File: config.mk
export PLATFORM = sky130hd
export DESIGN_NAME = fetch_ctrl
export DESIGN_NICKNAME = d
export VERILOG_FILES = /design/src/rtl/fetch_pkg.sv /design/src/rtl/fetch_queue.sv /design/src/rtl/fetch_ctrl.sv
export SDC_FILE = /design/constraint.sdc
export NUM_CORES = 1
export LEC_CHECK = 0
export CAP_MARGIN = 30
export CORE_MARGIN = 8
export CORE_UTILIZATION = 45
export CTS_BUF_LIST = sky130_fd_sc_hd__clkbuf_4 sky130_fd_sc_hd__clkbuf_8 sky130_fd_sc_hd__clkbuf_16
export CTS_CLUSTER_SIZE = 25
export DETAILED_ROUTE_END_ITERATION = 8
export PLACE_DENSITY_LB_ADDON = 0.12
export SLEW_MARGIN = 10
export SYNTH_ARGS = -nofsm -noshare
export SYNTH_HDL_FRONTEND = slang
export SYNTH_SLANG_ARGS = --single-unit
File: constraint.sdc
create_clock -name Clk -period 16.3 [get_ports Clk]
set_input_delay 2.445 -clock Clk [delete_from_list [all_inputs] [get_ports Clk]]
set_output_delay 2.445 -clock Clk [all_outputs]
set_load 0.005 [all_outputs]
File: src/rtl/fetch_pkg.sv
// Shared types and constants for the instruction-fetch sequencer.
package fetch_pkg;

  localparam logic [31:0] IM_BASE_DEF  = 32'h0000_3000;
  localparam logic [31:0] RESET_PC_DEF = 32'h0000_3000;
  localparam int          ADDR_W_DEF   = 12;
  localparam logic [31:0] NOP          = 32'h0000_0000;
  localparam int          QUEUE_DEPTH  = 2;

  // One fetched word on its way to decode.
  typedef struct packed {
    logic [31:0] instr;
    logic [31:0] pc;
    logic        exc;
  } fetch_entry_t;

endpackage

File: src/rtl/fetch_queue.sv
// Two-entry FIFO of fetch entries between instruction memory and decode.
// Flush wins over push and pop; push and pop together are legal when full.
module fetch_queue
  import fetch_pkg::*;
(
  input  logic         clk,
  input  logic         rst,
  input  logic         push,
  input  fetch_entry_t din,
  input  logic         pop,
  input  logic         flush,
  output fetch_entry_t head,
  output logic [1:0]   count
);

  fetch_entry_t mem [QUEUE_DEPTH];
  logic         rd_ptr;
  logic         wr_ptr;

  // Storage, pointers and occupancy; the caller guarantees no overflow/underflow.
  always_ff @(posedge clk) begin
    if (rst) begin
      for (int i = 0; i < QUEUE_DEPTH; i++) mem[i] <= '0;
      rd_ptr <= 1'b0;
      wr_ptr <= 1'b0;
      count  <= 2'd0;
    end else if (flush) begin
      rd_ptr <= 1'b0;
      wr_ptr <= 1'b0;
      count  <= 2'd0;
    end else begin
      if (push) begin
        mem[wr_ptr] <= din;
        wr_ptr      <= ~wr_ptr;
      end
      if (pop) rd_ptr <= ~rd_ptr;
      count <= count + {1'b0, push} - {1'b0, pop};
    end
  end

  assign head = mem[rd_ptr];

endmodule

File: src/rtl/fetch_ctrl.sv
// Instruction-fetch sequencer: owns the fetch PC, strobes a 1-cycle-latency
// instruction memory and feeds decode through a 2-entry queue.
// Optional: define FETCH_CTRL_ADDR_EXC_EN to flag misaligned or out-of-range
// fetch addresses as exception entries and halt fetch until redirect/reset.
module fetch_ctrl
  import fetch_pkg::*;
#(
  parameter logic [31:0] RESET_PC = RESET_PC_DEF,
  parameter logic [31:0] IM_BASE  = IM_BASE_DEF,
  parameter int          ADDR_W   = ADDR_W_DEF
) (
  input  logic              Clk,
  input  logic              Reset,
  output logic              Im_En_Out,
  output logic [ADDR_W-1:0] Im_Addr_Out,
  input  logic [31:0]       Im_Instr_In,
  output logic [31:0]       Instr_Out,
  output logic [31:0]       Pc_Out,
  output logic              Instr_Valid_Out,
  input  logic              Dec_Ready_In,
  input  logic              Redirect_In,
  input  logic [31:0]       Redirect_Pc_In,
  output logic              Exc_Out
);

  logic [31:0]  fetch_pc;
  logic [31:0]  inflight_pc;
  logic [31:0]  pc_off;
  logic         inflight;
  logic         inflight_exc;
  logic         halted;
  logic         pop;
  logic         room;
  logic         issue;
  logic         addr_bad;
  logic [2:0]   occ;
  logic [1:0]   q_count;
  fetch_entry_t q_din;
  fetch_entry_t q_head;

  assign pc_off      = fetch_pc - IM_BASE;
  assign Im_Addr_Out = ADDR_W'(pc_off >> 2);

`ifdef FETCH_CTRL_ADDR_EXC_EN
  // Misaligned, or outside the memory window (below-base wraps to a huge offset).
  assign addr_bad = (fetch_pc[1:0] != 2'b00) | (pc_off[31:ADDR_W+2] != '0);
`else
  assign addr_bad = 1'b0;
`endif

  assign Instr_Valid_Out = (q_count != 2'd0);
  assign pop             = Instr_Valid_Out & Dec_Ready_In;

  // Issue only when the queue can still hold this read after the pending one lands.
  always_comb begin
    occ   = {1'b0, q_count} + {2'b0, inflight};
    room  = occ < (3'd2 + {2'b0, pop});
    issue = ~Reset & ~Redirect_In & ~halted & room;
  end

  // A faulting issue occupies the in-flight slot but never touches memory.
  assign Im_En_Out = issue & ~addr_bad;

  // Fetch PC, in-flight read tracking and the fault halt.
  always_ff @(posedge Clk) begin
    if (Reset) begin
      fetch_pc     <= RESET_PC;
      inflight     <= 1'b0;
      inflight_pc  <= '0;
      inflight_exc <= 1'b0;
      halted       <= 1'b0;
    end else if (Redirect_In) begin
      fetch_pc     <= Redirect_Pc_In;
      inflight     <= 1'b0;
      inflight_exc <= 1'b0;
      halted       <= 1'b0;
    end else begin
      inflight <= issue;
      if (issue) begin
        inflight_pc  <= fetch_pc;
        inflight_exc <= addr_bad;
        fetch_pc     <= fetch_pc + 32'd4;
        if (addr_bad) halted <= 1'b1;
      end
    end
  end

  assign q_din = '{instr: (inflight_exc ? NOP : Im_Instr_In),
                   pc:    inflight_pc,
                   exc:   inflight_exc};

  // Redirect flushes the queue; the read returning in that cycle is stale too.
  fetch_queue u_queue (
    .clk   (Clk),
    .rst   (Reset),
    .push  (inflight),
    .din   (q_din),
    .pop   (pop),
    .flush (Redirect_In),
    .head  (q_head),
    .count (q_count)
  );

  assign Instr_Out = Instr_Valid_Out ? q_head.instr : '0;
  assign Pc_Out    = Instr_Valid_Out ? q_head.pc    : '0;
  assign Exc_Out   = Instr_Valid_Out & q_head.exc;

endmodule

# After elaboration in Yosys (flattened, before gate mapping)
# Memory sizes are Yosys's and may differ from the RTL's. A register that Yosys moved wholly into a read port is not among the register bits.
# Cells that the tools add are included.
dict set report op_classes {
  add_sub_neg 6
  muxes 15
  n_reduce_logical 5
  bitwise_logic 8
  order_cmp 1
}
# cell count
set op_table {}
lappend op_table {{2-to-1 mux 32 bit} 4}
lappend op_table {{2-to-1 mux 64 bit} 1}
lappend op_table {{OR reduction 64 bit} 1}
lappend op_table {{adder 32 x 3 -> 32 bit (second input constant)} 1}
lappend op_table {{subtractor 14 bit (second input constant)} 1}
lappend op_table {{2-to-1 mux 1 bit} 10}
lappend op_table {{inverter 1 bit} 4}
lappend op_table {{nonzero test 2 bit} 2}
lappend op_table {{adder 2 x 1 -> 3 bit} 1}
lappend op_table {{adder 2 x 1 -> 3 bit (first input constant)} 1}
lappend op_table {{bitwise AND 1 bit} 3}
lappend op_table {{less-than comparator 3 bit} 1}
lappend op_table {{adder 2 x 1 -> 2 bit} 1}
lappend op_table {{AND reduction 2 bit} 1}
lappend op_table {{OR reduction 2 bit} 1}
lappend op_table {{subtractor 2 x 1 -> 2 bit} 1}
lappend op_table {{bitwise AND 1 bit (second input constant)} 1}
dict set report word_totals {
  ram_bits 128
  ff_bits 69
  in_bits 68
  output_inout_bits 79
  memories 1
}
# name words width read_ports rd_clocked_by_memory_dff wr line
set mem_list {}
lappend mem_list {u_queue.mem 2 64 1 1 2 fetch_queue.sv:16} ;# fetch_entry_t mem [QUEUE_DEPTH];

# Logic depth before layout (Yosys ltp)
dict set report depth {
  word_depth 7
  ltp_mapped 8
}

# Modules after synthesis
# From an unflattened synthesis, not the netlist that was laid out.
dict set report unflattened {
  cells_unflattened 851
  hier_area_um2 9527.9
}
# mod cells_each seq_area_each_um2 instances area_per_inst_um2
set by_module_without_submodules {}
lappend by_module_without_submodules {fetch_queue 383 4003.8 1 5974.5}
lappend by_module_without_submodules {fetch_ctrl 468 1301.2 1 3553.4}

# Worst setup path before layout
# OpenSTA, ideal clock, no wires.
dict set report synth_timing {
  kind {input to register}
  startpoint {input port Reset}
  endpoint {memory u_queue.mem[0][0] (netlist name), enable pin}
  slack_ns 8.390
  path_buffers 1
  setup_time_ns 0.574
  cell_stages 4
  required_ns 15.726
  t_arrival_ns 7.336
  cell_sequence {buf_4 -> nor2_1 -> nand2_1 -> o21ai_0}
}
# item line
set synth_rtl {}
lappend synth_rtl {{start: declaration} fetch_ctrl.sv:13} ;# input logic Reset,
lappend synth_rtl {{end: declaration} fetch_queue.sv:16}

# Worst setup path after layout
dict set report layout_timing {
  startpoint {input port Redirect_In}
  endpoint {output port Im_En_Out}
}
dict set report layout_via {
  elab_chain_cells 3
}
# item line
set layout_rtl {}
lappend layout_rtl {{start: declaration} fetch_ctrl.sv:21} ;# input logic Redirect_In,
lappend layout_rtl {{inverter 1 bit (no source line)} n/a}
lappend layout_rtl {{bitwise AND 1 bit (2 in series)} fetch_ctrl.sv:58} ;# issue = ~Reset & ~Redirect_In & ~halted & room;
lappend layout_rtl {{end: declaration} fetch_ctrl.sv:14} ;# output logic Im_En_Out,
# No other way between the ends.

==> metrics.md <==
| Metric | Value |
|---|---|
| Status | completed |
| Synth top area share | 42.0% |
| Count leader, synth | and2_1 |
| DR pass1 iterations | 4 |
| Fin crit share | 50.9% |
| Hpwl dp | 12.9 mm |
| Critical path required time | 13.86 ns |
| TNS Setup | 0 ns |
| CTS sink cnt | 198 |
| Post-DP Area | 10700 um^2 |
| Post-synthesis sequential area ratio | 57.3% |
| Share of cells above drive strength 1 | 7.57% |
| Predominant post-synthesis flop cell | edfxtp_1 |
| Gr usage total | 16.6% |
| Fillers | 1722 |
| Worst skew pair latency | 0.44 ns |
| Final Wtd Congestion | 0.864 |
| First-pass GRT wire length | 32.5 mm |
| Pre-CTS WS | 7.98 ns |
| Commonest cells post-synth | 134 x and2_1, 128 x edfxtp_1, 96 x nor2_1 |
| TritonCTS clock tree | yes |
| HP Start | fetch_pc[1] |
| Final Slew Violations | 0 |
| Static Leak | 3.91 nW |
| FP Rows | 52 |
| Hold Crit Depth | 2 |
| Unrepaired setup endpoints after global routing | false |
| Final Power | 0.00110 W |
| Sequential cell area | 5250 um^2 |
| IR drop worst, VDD | 0.0000705 V |
| Core area | 20100 um^2 |
| Pwr dens | 96.9 nW/um^2 |
| Max Cap Viol | 0 |
| Vias in the first global route | 6200 |
| Design area | 11400 um^2 |
| Starting Density | 45.5% |
| Hold buffer count at cts | 0 |
| R2r setup slk | 13.77 ns |
| Final net count | 1012 |
| Final Worst Setup Slack | 8.01 ns |
| Post-CTS Setup Bufs | 0 |
| Slew @ Worst Pin | 0.830 ns |
| CP Max Fanout | 46 |
| Largest cells by area after synthesis | edfxtp_1 42%, dfxtp_1 15%, and2_1 9.2% |
| Leading area contributor after synthesis | edfxtp_1 |
| Post-Syn Area | 9160 um^2 |
| Setup crit end kind | output pin |
| Post-Route WL | 20.3 mm |
| Die area | 25200 um^2 |
| CTS Buf Count | 17 |
| Min-Delay Endpoint | inflight_pc[1] |
| Ys Warns | 0 |
| Distinct cell type count after synthesis | 59 |
| Clock Skews | 0.0145 ns |
| Fin. Hold Viols | 0 |
| Area delta synth->final | 24.1% |
| Async SR Flop Fraction | 0% |
| Crit Path Class | input port to output pin |
| Critical path arrival | 5.85 ns |
| Hold crit path type | flop to flop |
| Largest net degree at the start of global routing | 66 |
| Die Span Y | 159 um |
| WL/cell | 16.6 um |
| Final setup violation count | 0 |
| Ant diodes | 0 |
| Vias | 6160 |
| Post-Syn Instances | 827 |
| Cts repair resizes | 0 |
| Worst setup SP type | input port |
| Initial antenna violation count | 0 |
| Antenna violation net count after detailed routing | 0 |
| #FFs+latches synth | 198 |
| Reg2reg path depth | 6 |
| Die W | 159 um |
| I/O pin total | 147 |
| CTS root buf | clkbuf_16 |
| Max Clock Freq | 121 MHz |
| R2R Path Start | u_queue.count[0] |
| Post-route insts no fill | 1221 |
| Reg-to-reg endpoint | fetch_pc[13] |
| Initial DRC count | 388 |
| EDFF count, synth | 128 |
| Vias per inst | 5.05 |
| Final min period | 8.29 ns |
| H-tree depth | 4 |
| Mapped Nets | 901 |
| Mean Syn Cell Area | 11.1 um^2 |
| Area of the multi-input gates | 3570 um^2 |
| Placed cells | 1188 |
| Clock-pin slew on the worst setup and hold paths | 0.07 ns |
| Longest Clk Path Bufs | 2 |
| Port Buf Inserts | 145 |
| Gr ovfl total | 0 |
| Residual DRC | 0 |
| Worst setup path start | Redirect_In |
| Slew headroom | 44.2% |
-- cells by family after synthesis --
| kind of cell | count (synthesis) | synth area share [%] |
|---|---|---|
| AO/OA/AOI/OAI | 83 | 6.25 |
| XOR/XNOR | 23 | 2.20 |
| adder cells (fa/ha/maj) | 6 | 0.820 |
| buffers and inverters | 75 | 4.07 |
| flip-flops | 198 | 57.3 |
| multiplexers | 66 | 7.22 |
| other | 1 | 0.0410 |
| AND/OR/NAND/NOR | 375 | 22.1 |
-- cell usage in the layout (no fill, tap or decap), types with 3 or more instances in the layout --
cell / n
clkdlybuf4s50_1: 144
a211oi_1: 10
nor3_1: 6
xnor2_1: 16
xor2_1: 7
and2_1: 134
o21a_1: 5
inv_1: 12
o22ai_1: 4
nor2_1: 94
nand4_1: 13
edfxtp_1: 128
clkbuf_16: 20
a31oi_1: 6
a21oi_1: 32
or4_1: 3
nand2_1: 80
ha_1: 6
a21o_1: 4
dfxtp_1: 69
nor4_1: 4
o211ai_1: 4
nand3_1: 5
nand4b_1: 4
inv_6: 5
a311oi_2: 3
mux2i_1: 66
buf_4: 7
and3_1: 5
nand3_2: 3
nor4_4: 3
-- cell type report --
type                            instances  share of cell area, %
Tap cell                              270                   2.97
Clock buffer                           20                   4.41
Timing Repair Buffer                  153                   13.4
Sequential cell                       198                   46.2
Clock inverter                         12                   1.09
Inverter                               14                  0.463
Multi-Input combinational cell        554                   31.4
-- power breakdown --
part	internal (W)	total, W	switching, W	leakage (nW)
sequential	0.000555	0.000571	0.0000161	1.90
clock	0.000243	0.000433	0.000190	0.311
combinational	0.0000478	0.0000959	0.0000481	1.70
-- registers in the layout (all words and copies together), names as in the netlist, named ones only --
register / cells
inflight: 1
u_queue.count: 2
u_queue.rd_ptr: 1
u_queue.wr_ptr: 1
inflight_pc: 32
fetch_pc: 32
u_queue.mem: 128
-- stage by stage --
step	hold WS, ns	utilization [%]
floorplan	0.431	-
global placement	0.450	53.2
detailed placement	0.453	53.2
CTS	0.463	56.4
global route	0.483	56.5
finish	0.458	56.5
-- layer usage --
metal | global-route usage (%) | vias to the layer above | wire, um | part of all wire (%)
met5 | 0 | - | 0 | 0
li1 | - | 3083 | - | -
met3 | 4.10 | 9 | 1400 | 6.9
met4 | 4.80 | 0 | 104 | 0.51
met1 | 22.3 | 2893 | 9590 | 47
met2 | 26.2 | 175 | 9210 | 45
-- worst max-delay path, cell delays in order --
cell and delay (ns):
clkdlybuf4s50_1 0.81, inv_2 0.79, nand2_1 0.31, or3_1 0.45, inv_2 0.42, clkdlybuf4s50_1 0.61
-- worst max-delay path by stage --
stage | cells after the start | end | slack (ns)
finish | 6 | Im_En_Out | 8.01
global route | 6 | Im_En_Out | 7.70
detailed placement | 6 | Im_En_Out | 7.98
CTS | 6 | Im_En_Out | 7.98
floorplan | 4 | u_queue.mem[0][0] | 8.39
global placement | 6 | Im_En_Out | 8.04
(Power assumes the default switching activity.)
